`src/rtl/sine_sweep_ctrl_if.sv`:
```
// rtl/sine_sweep_ctrl_if.sv - control/config/status bundle between sweep master and sine_sweep_ctrl
interface sine_sweep_ctrl_if #(
   parameter int STEP_WIDTH  = 31,
   parameter int DWELL_WIDTH = 16,
   parameter int IDX_WIDTH   = 16
);
   logic                   start;
   logic                   abort;
   logic                   mode_cont;
   logic [STEP_WIDTH-1:0]  cfg_start_step;
   logic [STEP_WIDTH-1:0]  cfg_stop_step;
   logic [STEP_WIDTH-1:0]  cfg_inc_step;
   logic [DWELL_WIDTH-1:0] cfg_dwell;
   logic [STEP_WIDTH-1:0]  step;
   logic                   point_strobe;
   logic [IDX_WIDTH-1:0]   point_idx;
   logic                   busy;
   logic                   done;
   logic                   cfg_err;

   modport master (
      output start, abort, mode_cont, cfg_start_step, cfg_stop_step, cfg_inc_step, cfg_dwell,
      input  step, point_strobe, point_idx, busy, done, cfg_err
   );

   modport slave (
      input  start, abort, mode_cont, cfg_start_step, cfg_stop_step, cfg_inc_step, cfg_dwell,
      output step, point_strobe, point_idx, busy, done, cfg_err
   );
endinterface

```
`src/rtl/sine_sweep_ctrl.sv`:
```
// rtl/sine_sweep_ctrl.sv - stepped frequency sweep sequencer feeding sine_gen.step
module sine_sweep_ctrl #(
   parameter int STEP_WIDTH  = 31,
   parameter int DWELL_WIDTH = 16,
   parameter int IDX_WIDTH   = 16
) (
   input  logic              clk,
   input  logic              rst_n,
   sine_sweep_ctrl_if.slave  bus
);
   typedef enum logic {S_IDLE = 1'b0, S_DWELL = 1'b1} state_t;

   localparam logic [DWELL_WIDTH-1:0] DW_ONE  = 1;
   localparam logic [IDX_WIDTH-1:0]   IDX_ONE = 1;

   state_t                 state_q, state_d;
   logic [STEP_WIDTH-1:0]  step_q, step_d;
   logic [IDX_WIDTH-1:0]   idx_q, idx_d;
   logic [DWELL_WIDTH-1:0] cnt_q, cnt_d;
   logic                   strobe_q, strobe_d;
   logic                   done_q, done_d;
   logic                   err_q, err_d;
   logic [STEP_WIDTH-1:0]  start_l, start_d;
   logic [STEP_WIDTH-1:0]  stop_l, stop_d;
   logic [STEP_WIDTH-1:0]  inc_l, inc_d;
   logic [DWELL_WIDTH-1:0] dwell_l, dwell_d;
   logic                   cont_l, cont_d;

   // Config sanity and next-point arithmetic; the extra sum bit catches wrap past the step range.
   logic                   cfg_ok;
   logic [STEP_WIDTH:0]    sum;
   logic                   past_end;
   logic                   accept;

   assign cfg_ok   = (bus.cfg_inc_step != '0) && (bus.cfg_dwell != '0) &&
                     (bus.cfg_start_step <= bus.cfg_stop_step);
   assign sum      = {1'b0, step_q} + {1'b0, inc_l};
   assign past_end = sum[STEP_WIDTH] || (sum[STEP_WIDTH-1:0] > stop_l);
   assign accept   = (state_q == S_IDLE) && bus.start && !bus.abort && cfg_ok;

   // State and datapath registers with synchronous clear.
   always_ff @(posedge clk) begin
      if (!rst_n) begin
         state_q  <= S_IDLE;
         step_q   <= '0;
         idx_q    <= '0;
         cnt_q    <= '0;
         strobe_q <= 1'b0;
         done_q   <= 1'b0;
         err_q    <= 1'b0;
         start_l  <= '0;
         stop_l   <= '0;
         inc_l    <= '0;
         dwell_l  <= '0;
         cont_l   <= 1'b0;
      end else begin
         state_q  <= state_d;
         step_q   <= step_d;
         idx_q    <= idx_d;
         cnt_q    <= cnt_d;
         strobe_q <= strobe_d;
         done_q   <= done_d;
         err_q    <= err_d;
         start_l  <= start_d;
         stop_l   <= stop_d;
         inc_l    <= inc_d;
         dwell_l  <= dwell_d;
         cont_l   <= cont_d;
      end
   end

   // Next state: abort always returns to idle; a single sweep ends when the next point is out of range.
   always_comb begin
      state_d = state_q;
      case (state_q)
         S_IDLE:  if (accept) state_d = S_DWELL;
         S_DWELL: begin
            if (bus.abort)
               state_d = S_IDLE;
            else if ((cnt_q == '0) && past_end && !cont_l)
               state_d = S_IDLE;
         end
         default: state_d = S_IDLE;
      endcase
   end

   // Output/datapath next values: step, index, dwell count and one-cycle pulses.
   always_comb begin
      step_d   = step_q;
      idx_d    = idx_q;
      cnt_d    = cnt_q;
      strobe_d = 1'b0;
      done_d   = 1'b0;
      err_d    = 1'b0;
      start_d  = start_l;
      stop_d   = stop_l;
      inc_d    = inc_l;
      dwell_d  = dwell_l;
      cont_d   = cont_l;
      case (state_q)
         S_IDLE: begin
            if (bus.start && !bus.abort) begin
               if (cfg_ok) begin
                  start_d  = bus.cfg_start_step;
                  stop_d   = bus.cfg_stop_step;
                  inc_d    = bus.cfg_inc_step;
                  dwell_d  = bus.cfg_dwell;
                  cont_d   = bus.mode_cont;
                  step_d   = bus.cfg_start_step;
                  idx_d    = '0;
                  cnt_d    = bus.cfg_dwell - DW_ONE;
                  strobe_d = 1'b1;
               end else begin
                  err_d = 1'b1;
               end
            end
         end
         S_DWELL: begin
            if (bus.abort) begin
               step_d = '0;
               idx_d  = '0;
               cnt_d  = '0;
            end else if (cnt_q != '0) begin
               cnt_d = cnt_q - DW_ONE;
            end else if (!past_end) begin
               step_d   = sum[STEP_WIDTH-1:0];
               idx_d    = idx_q + IDX_ONE;
               cnt_d    = dwell_l - DW_ONE;
               strobe_d = 1'b1;
            end else if (cont_l) begin
               step_d   = start_l;
               idx_d    = '0;
               cnt_d    = dwell_l - DW_ONE;
               strobe_d = 1'b1;
            end else begin
               step_d = '0;
               idx_d  = '0;
               cnt_d  = '0;
               done_d = 1'b1;
            end
         end
         default: ;
      endcase
   end

   assign bus.step         = step_q;
   assign bus.point_idx    = idx_q;
   assign bus.point_strobe = strobe_q;
   assign bus.busy         = (state_q == S_DWELL);
   assign bus.done         = done_q;
   assign bus.cfg_err      = err_q;
endmodule

```
`src/flat_wrapper.sv`:
```
// flat-port wrapper written by rule: the top's interface ports become plain ports
module sine_sweep_ctrl_flat 
#(
   parameter int STEP_WIDTH  = 31,
   parameter int DWELL_WIDTH = 16,
   parameter int IDX_WIDTH   = 16
)
  (clk, rst_n, bus_start, bus_abort, bus_mode_cont, bus_cfg_start_step, bus_cfg_stop_step, bus_cfg_inc_step, bus_cfg_dwell, bus_step, bus_point_strobe, bus_point_idx, bus_busy, bus_done, bus_cfg_err);
  sine_sweep_ctrl_if #(.STEP_WIDTH(STEP_WIDTH), .DWELL_WIDTH(DWELL_WIDTH), .IDX_WIDTH(IDX_WIDTH)) bus_i ();
  input  logic clk;
  input  logic rst_n;
  input wire logic [$bits(bus_i.start)-1:0] bus_start;
  input wire logic [$bits(bus_i.abort)-1:0] bus_abort;
  input wire logic [$bits(bus_i.mode_cont)-1:0] bus_mode_cont;
  input wire logic [$bits(bus_i.cfg_start_step)-1:0] bus_cfg_start_step;
  input wire logic [$bits(bus_i.cfg_stop_step)-1:0] bus_cfg_stop_step;
  input wire logic [$bits(bus_i.cfg_inc_step)-1:0] bus_cfg_inc_step;
  input wire logic [$bits(bus_i.cfg_dwell)-1:0] bus_cfg_dwell;
  output wire logic [$bits(bus_i.step)-1:0] bus_step;
  output wire logic [$bits(bus_i.point_strobe)-1:0] bus_point_strobe;
  output wire logic [$bits(bus_i.point_idx)-1:0] bus_point_idx;
  output wire logic [$bits(bus_i.busy)-1:0] bus_busy;
  output wire logic [$bits(bus_i.done)-1:0] bus_done;
  output wire logic [$bits(bus_i.cfg_err)-1:0] bus_cfg_err;
  assign bus_i.start = bus_start;
  assign bus_i.abort = bus_abort;
  assign bus_i.mode_cont = bus_mode_cont;
  assign bus_i.cfg_start_step = bus_cfg_start_step;
  assign bus_i.cfg_stop_step = bus_cfg_stop_step;
  assign bus_i.cfg_inc_step = bus_cfg_inc_step;
  assign bus_i.cfg_dwell = bus_cfg_dwell;
  assign bus_step = bus_i.step;
  assign bus_point_strobe = bus_i.point_strobe;
  assign bus_point_idx = bus_i.point_idx;
  assign bus_busy = bus_i.busy;
  assign bus_done = bus_i.done;
  assign bus_cfg_err = bus_i.cfg_err;
  sine_sweep_ctrl #(.STEP_WIDTH(STEP_WIDTH), .DWELL_WIDTH(DWELL_WIDTH), .IDX_WIDTH(IDX_WIDTH)) u_core (.clk(clk), .rst_n(rst_n), .bus(bus_i));
endmodule
```
`config.mk`:
```
export PLATFORM = sky130hd
export DESIGN_NAME = sine_sweep_ctrl_flat
export DESIGN_NICKNAME = d
export VERILOG_FILES = /design/src/rtl/sine_sweep_ctrl_if.sv /design/src/rtl/sine_sweep_ctrl.sv /design/src/flat_wrapper.sv
export SDC_FILE = /design/constraint.sdc
export NUM_CORES = 1
export LEC_CHECK = 0
export CORE_UTILIZATION = 50
export DETAILED_ROUTE_END_ITERATION = 10
export PLACE_DENSITY_LB_ADDON = 0.08
export REMOVE_ABC_BUFFERS = 1
export SYNTH_ARGS = -nofsm -noshare
export SYNTH_HDL_FRONTEND = slang
export SYNTH_SLANG_ARGS = --single-unit
```
`constraint.sdc`:
```
create_clock -name clk -period 6 [get_ports clk]
set_input_delay 0.6 -clock clk [delete_from_list [all_inputs] [get_ports clk]]
set_output_delay 0.6 -clock clk [all_outputs]
set_load 0.05 [all_outputs]
```
After elaboration in Yosys (flattened, before gate mapping):

Cells that the tools add are included.

* output and inout bits: 51
* bits in registers: 177
* word-level logic and storage cells: 79
* bits of input ports: 114

* muxes and demuxes: 33
* $add $sub $neg: 5
* reductions and logical operators: 20
* order comparisons: 2
* bitwise gates (word level): 4
* eq/ne operators: 3

Operators by type and width (number)
* two-way mux 31 bit: 6
* two-way mux 16 bit: 11
* one-hot mux 16 bit (2 select lines): 2
* one-hot mux 31 bit (2 select lines): 1
* subtractor 16 x 1 -> 16 bit, second input constant: 3
* adder 31 x 31 -> 32 bit: 1
* nonzero test 16 bit: 2
* greater-than comparator 31 bit: 1
* <= comparator 31 bit: 1
* nonzero test 31 bit: 1
* adder 16 x 1 -> 16 bit, second input constant: 1
* logical NOT 16 bit: 1
* two-way mux 1 bit: 11
* logical AND 1 bit: 8
* AND reduction 3 bit: 2
* OR reduction 5 bit: 1
* inverter 1 bit: 4
* one-hot mux 1 bit (2 select lines): 2
* != test 3 bit, second input constant: 1
* OR reduction 3 bit: 1
* logical NOT 1 bit: 2
* != test 2 x 1 -> 1 bit, second input constant: 1
* != test 2 bit, second input constant: 1
* AND reduction 2 bit: 1
* logical OR 1 bit: 1

Logic depth before layout (Yosys ltp):

* word-level depth: 8
* depth in mapped cells: 21
* mapped depth without buffers: 19

Worst setup path after synthesis:

No wires, ideal clock.

* path kind: register -> register
* start: reg u_core.step_q[0] (netlist: u_core.bus.step[0])
* end: reg u_core.step_q[13] (netlist: u_core.bus.step[13])
* path buffers: 2
* cell stages (with the launch flop): 22
* data required time: 5.874 ns
* setup slack: 0.834 ns
* setup time: 0.126 ns
* period minus slack after synthesis: 5.166 ns
* data arrival time: 5.041 ns
* cell sequence: dfxtp_1 -> ha_1 -> fa_1 -> a21o_1 -> a221oi_2 -> o221a_2 -> o21ai_0 -> o311ai_0 -> nor3_1 -> or3_1 -> xor2_1 -> ha_1 -> a21o_1 -> a21o_1 -> a2111oi_0 -> a22oi_1 -> a311oi_2 -> buf_2 -> buf_1 -> a21oi_1 -> a31oi_1 -> a31oi_1

* word-level cells in the longest chain between the ends: 7

Ends and longest elaborated chain
* start: declaration: line sine_sweep_ctrl.sv:17 `logic [STEP_WIDTH-1:0] step_q, step_d;`
* start signal: assignment: line sine_sweep_ctrl.sv:58 `step_q <= step_d;`
* adder 31 x 31 -> 32 bit (*): line sine_sweep_ctrl.sv:37 `assign sum = {1'b0, step_q} + {1'b0, inc_l};`
* greater-than comparator 31 bit: line sine_sweep_ctrl.sv:38 `assign past_end = sum[STEP_WIDTH] || (sum[STEP_WIDTH-1:0] > stop_l);`
* logical OR 1 bit: line sine_sweep_ctrl.sv:38
* two-way mux 31 bit (*): line sine_sweep_ctrl.sv:125 `end else if (!past_end) begin`
* two-way mux 31 bit (*): line sine_sweep_ctrl.sv:123 `end else if (cnt_q != '0) begin`
* two-way mux 31 bit (*): line sine_sweep_ctrl.sv:119 `if (bus.abort) begin`
* one-hot mux 31 bit (2 select lines) (*): line sine_sweep_ctrl.sv:100 `case (state_q)`

Mark *: on every way between the ends. The rest lies on a longest branch, timed or not. The select of a mux whose other input is x is not followed.
A chain may end at the register's enable or synchronous reset.

Worst setup path after layout:

* start: reg u_core.step_q[0] (netlist: u_core.bus.step[0])
* end: reg u_core.step_q[3] (netlist: u_core.bus.step[3])

Same word-level chain as after synthesis.

==> out/metrics.cfg <==
[floorplan]
core_area_sq_um=22800
num_rows=55
die_h_um=155
io_pins=165
start_util=0.513
die_area_sq_um=24100
fp.dieW_um=155

[clock_tree]
post_cts_buffers=0
clkTransAtPathRegs_ns=0.07
insertion_delay_ns=0.44
cts_hold_buf=0
clk_path_buf_depth=2
postCtsResizedCells=0
cts_tree=done
cts_num_sinks=177
cts_made_buffers=17
cts_root_buffer=clkbuf_16
htreeDepth=4

[final_layout]
antenna_cells=0
area_delta_synth_final_pct=20.5
instances_no_fill=1940
fillers=2219
drive_gt1_frac=0.0522
layout_commonest_cell=nand2_1
postLayoutCellArea_sq_um=14100
num-nets-final=1827
postLayoutCoreUtil=0.619
final_cell_mix=nand2_1, dfxtp_1, clkdlybuf4s50_1

[place]
dp_hpwl_um=24200
placed_cell_area_sq_um=13600
port_buffers=164
pre_cts_ws_ns=0.439
gp_congestion=0.931
placed_cells=1908

[route]
drt-met1-wl_um=15500
maxUsedRoutingLayer=met4
wl_met2_um=15400
first_pass_iters=5
drc=0
drt-initial-drc-count=682
wl_per_cell_um=17.1
routed-wl-met3_um=1770
drtAntennaViolNets=0
vias_per_cell=5.74
wl_um=33100
vias=11100

[sta]
rsz0062_at_grt=false
setup_slack_ns=0.361
tns_ns=0
min_period_ns=5.64
finalCritPeriodShare=0.940
fin_worst_skew_ns=0.0117
setup-violations-final=0
finalHoldViolations=0
relSlewSlack=0.421
slew_violations=0
worst_pin_slew_ns=0.857
fmax_ghz=0.177

[worst_hold_path]
min_from=u_core.inc_l[29]$_SDFFE_PN0P_
whs_path_depth=2
hp-class=flop to flop
whs_endpoint=u_core.inc_l[29]$_SDFFE_PN0P_

[setup_path]
worstReg2RegStart=u_core.bus.step[0]$_SDFFE_PN0P_
worstPathArrival_ns=5.99
r2r-end=u_core.bus.step[3]$_SDFFE_PN0P_
path_class=flop to flop
crit_fanout=24
worst_setup_path_start_kind=flop
crit_required_ns=6.35
rrSetupSlack_ns=0.36
rr_worst_depth=20
crit_path_end_kind=flop

[synth]
synth-adder-area-share=0.106
ys_types=71
ys_warn_count=0
synth_edf_count=0
ys_top_cells_by_area=dfxtp_1, ha_1, nand2_1
avgSynthCellArea_sq_um=7.80
synthArstFlopShare=0
synth_top_family_by_area=compound AO/OA/AOI/OAI gates
syn-cell-area_sq_um=11700
synth_xor_area_frac=0.0500
synth_top_cell_area_share=0.302
yosysSeqAreaShare=0.302
synth_compound_area_frac=0.250
ys.flop_type=dfxtp_1
syn_inst=1504
synth-simple-area-share=0.225
ys_ff_latch=177
synth_largest_area_cell=dfxtp_1
synth.area.mux_share=0.00576

[power_and_ir_drop]
p_per_area_nw_per_um2=249
power_leakage_nw=5.47
vdd_drop_max_mv=0.169

[grt]
grt_pass1_vias=10400
grtUsageTotal=0.278
grt_pass1_wl_um=53600
grt_antenna_before_repair=0
grt_max_degree=88
grt-ovfl-total=0

[status]
outcome=finished, final reports clean

[job]
cap_violations=0

sequential cells by signal, indices dropped and copies added (netlist names):
signal and count:
u_core.start_l 31, u_core.bus.done 1, u_core.bus.cfg_err 1, u_core.bus.step 31, u_core.bus.point_strobe 1, u_core.cnt_q 16
u_core.bus.busy 1, u_core.dwell_l 16, u_core.stop_l 31, u_core.bus.point_idx 16, u_core.cont_l 1, u_core.inc_l 31
synth_stat cells (all sizes together) (40+ instances only):
cell type	number
a21boi	115
a21oi	91
a31oi	40
buf	43
clkbuf	48
dfxtp	177
ha	98
inv	83
nand2	291
nand3	43
nor2	41
o21ai	65
xnor2	41
worst max-delay path by stage:
stage                               startpoint                         endpoint  slack, ns  cells after the start
6_report       u_core.bus.step[0]$_SDFFE_PN0P_  u_core.bus.step[3]$_SDFFE_PN0P_       0.36                     20
5_1_grt        u_core.bus.step[0]$_SDFFE_PN0P_  u_core.bus.step[3]$_SDFFE_PN0P_       0.04                     20
4_1_cts        u_core.bus.step[0]$_SDFFE_PN0P_  u_core.bus.step[3]$_SDFFE_PN0P_       0.37                     20
3_5_place_dp   u_core.bus.step[0]$_SDFFE_PN0P_  u_core.bus.step[3]$_SDFFE_PN0P_       0.44                     20
3_3_place_gp   u_core.bus.step[0]$_SDFFE_PN0P_    u_core.cnt_q[14]$_SDFFE_PN0P_       0.55                     20
2_1_floorplan            bus_cfg_stop_step[26]       u_core.bus.busy$_SDFF_PN0_      -2.94                      9
logic make-up (layout without fill, tap and decap cells):
kind of cell    Yosys count  in the layout
flops                   177            177
mux                       6              6
buf+inv                 174            297
fa+ha+maj                99             99
simple gates            556            556
xor+xnor                 67             67
compound gates          425            425
through the flow:
step	power, W	hold slack, ns
6_report	0.00352	0.459
5_1_grt	0.00370	0.474
4_1_cts	0.00353	0.456
3_5_place_dp	0.00245	0.447
3_3_place_gp	0.00243	0.442
2_1_floorplan	0.00203	0.436
layout make-up:
type / instances / area (sq um) / share of cell area
clock buffer: 20 / 457 / 0.0323
sequential: 177 / 3540 / 0.251
inverter: 83 / 312 / 0.0220
clock inverter: 12 / 101 / 0.00717
tap: 313 / 392 / 0.0277
timing repair buffer: 182 / 1820 / 0.129
multi-input combinational: 1153 / 7510 / 0.531
power by group:
group / total (W) / switching [W] / leakage (nW) / internal [W]
Clock: 0.00107 / 0.000511 / 0.275 / 0.000563
Sequential: 0.00132 / 0.0000704 / 1.44 / 0.00125
Combinational: 0.00112 / 0.000682 / 3.75 / 0.000438
metal layers:
metal  GRT usage  up-vias
met5           0        -
met4      0.0731        0
met3      0.0379       34
met2       0.461      303
met1       0.378     5228
li1            -     5568
worst max-delay path: stages (launching register included):
cell,delay [ns]
dfxtp_1,0.32
ha_1,0.24
fa_1,0.41
a21o_1,0.21
a221oi_2,0.37
o221a_2,0.34
o21ai_0,0.12
o311ai_0,0.25
nor3_1,0.11
or3_1,0.35
xor2_1,0.22
ha_1,0.29
a21o_1,0.16
a21o_1,0.16
a2111oi_0,0.40
a22oi_1,0.14
a311oi_2,0.34
and2_1,0.36
buf_12,0.23
mux2_2,0.35
a31oi_1,0.19
No activity file was read; power rests on OpenSTA's default activity.
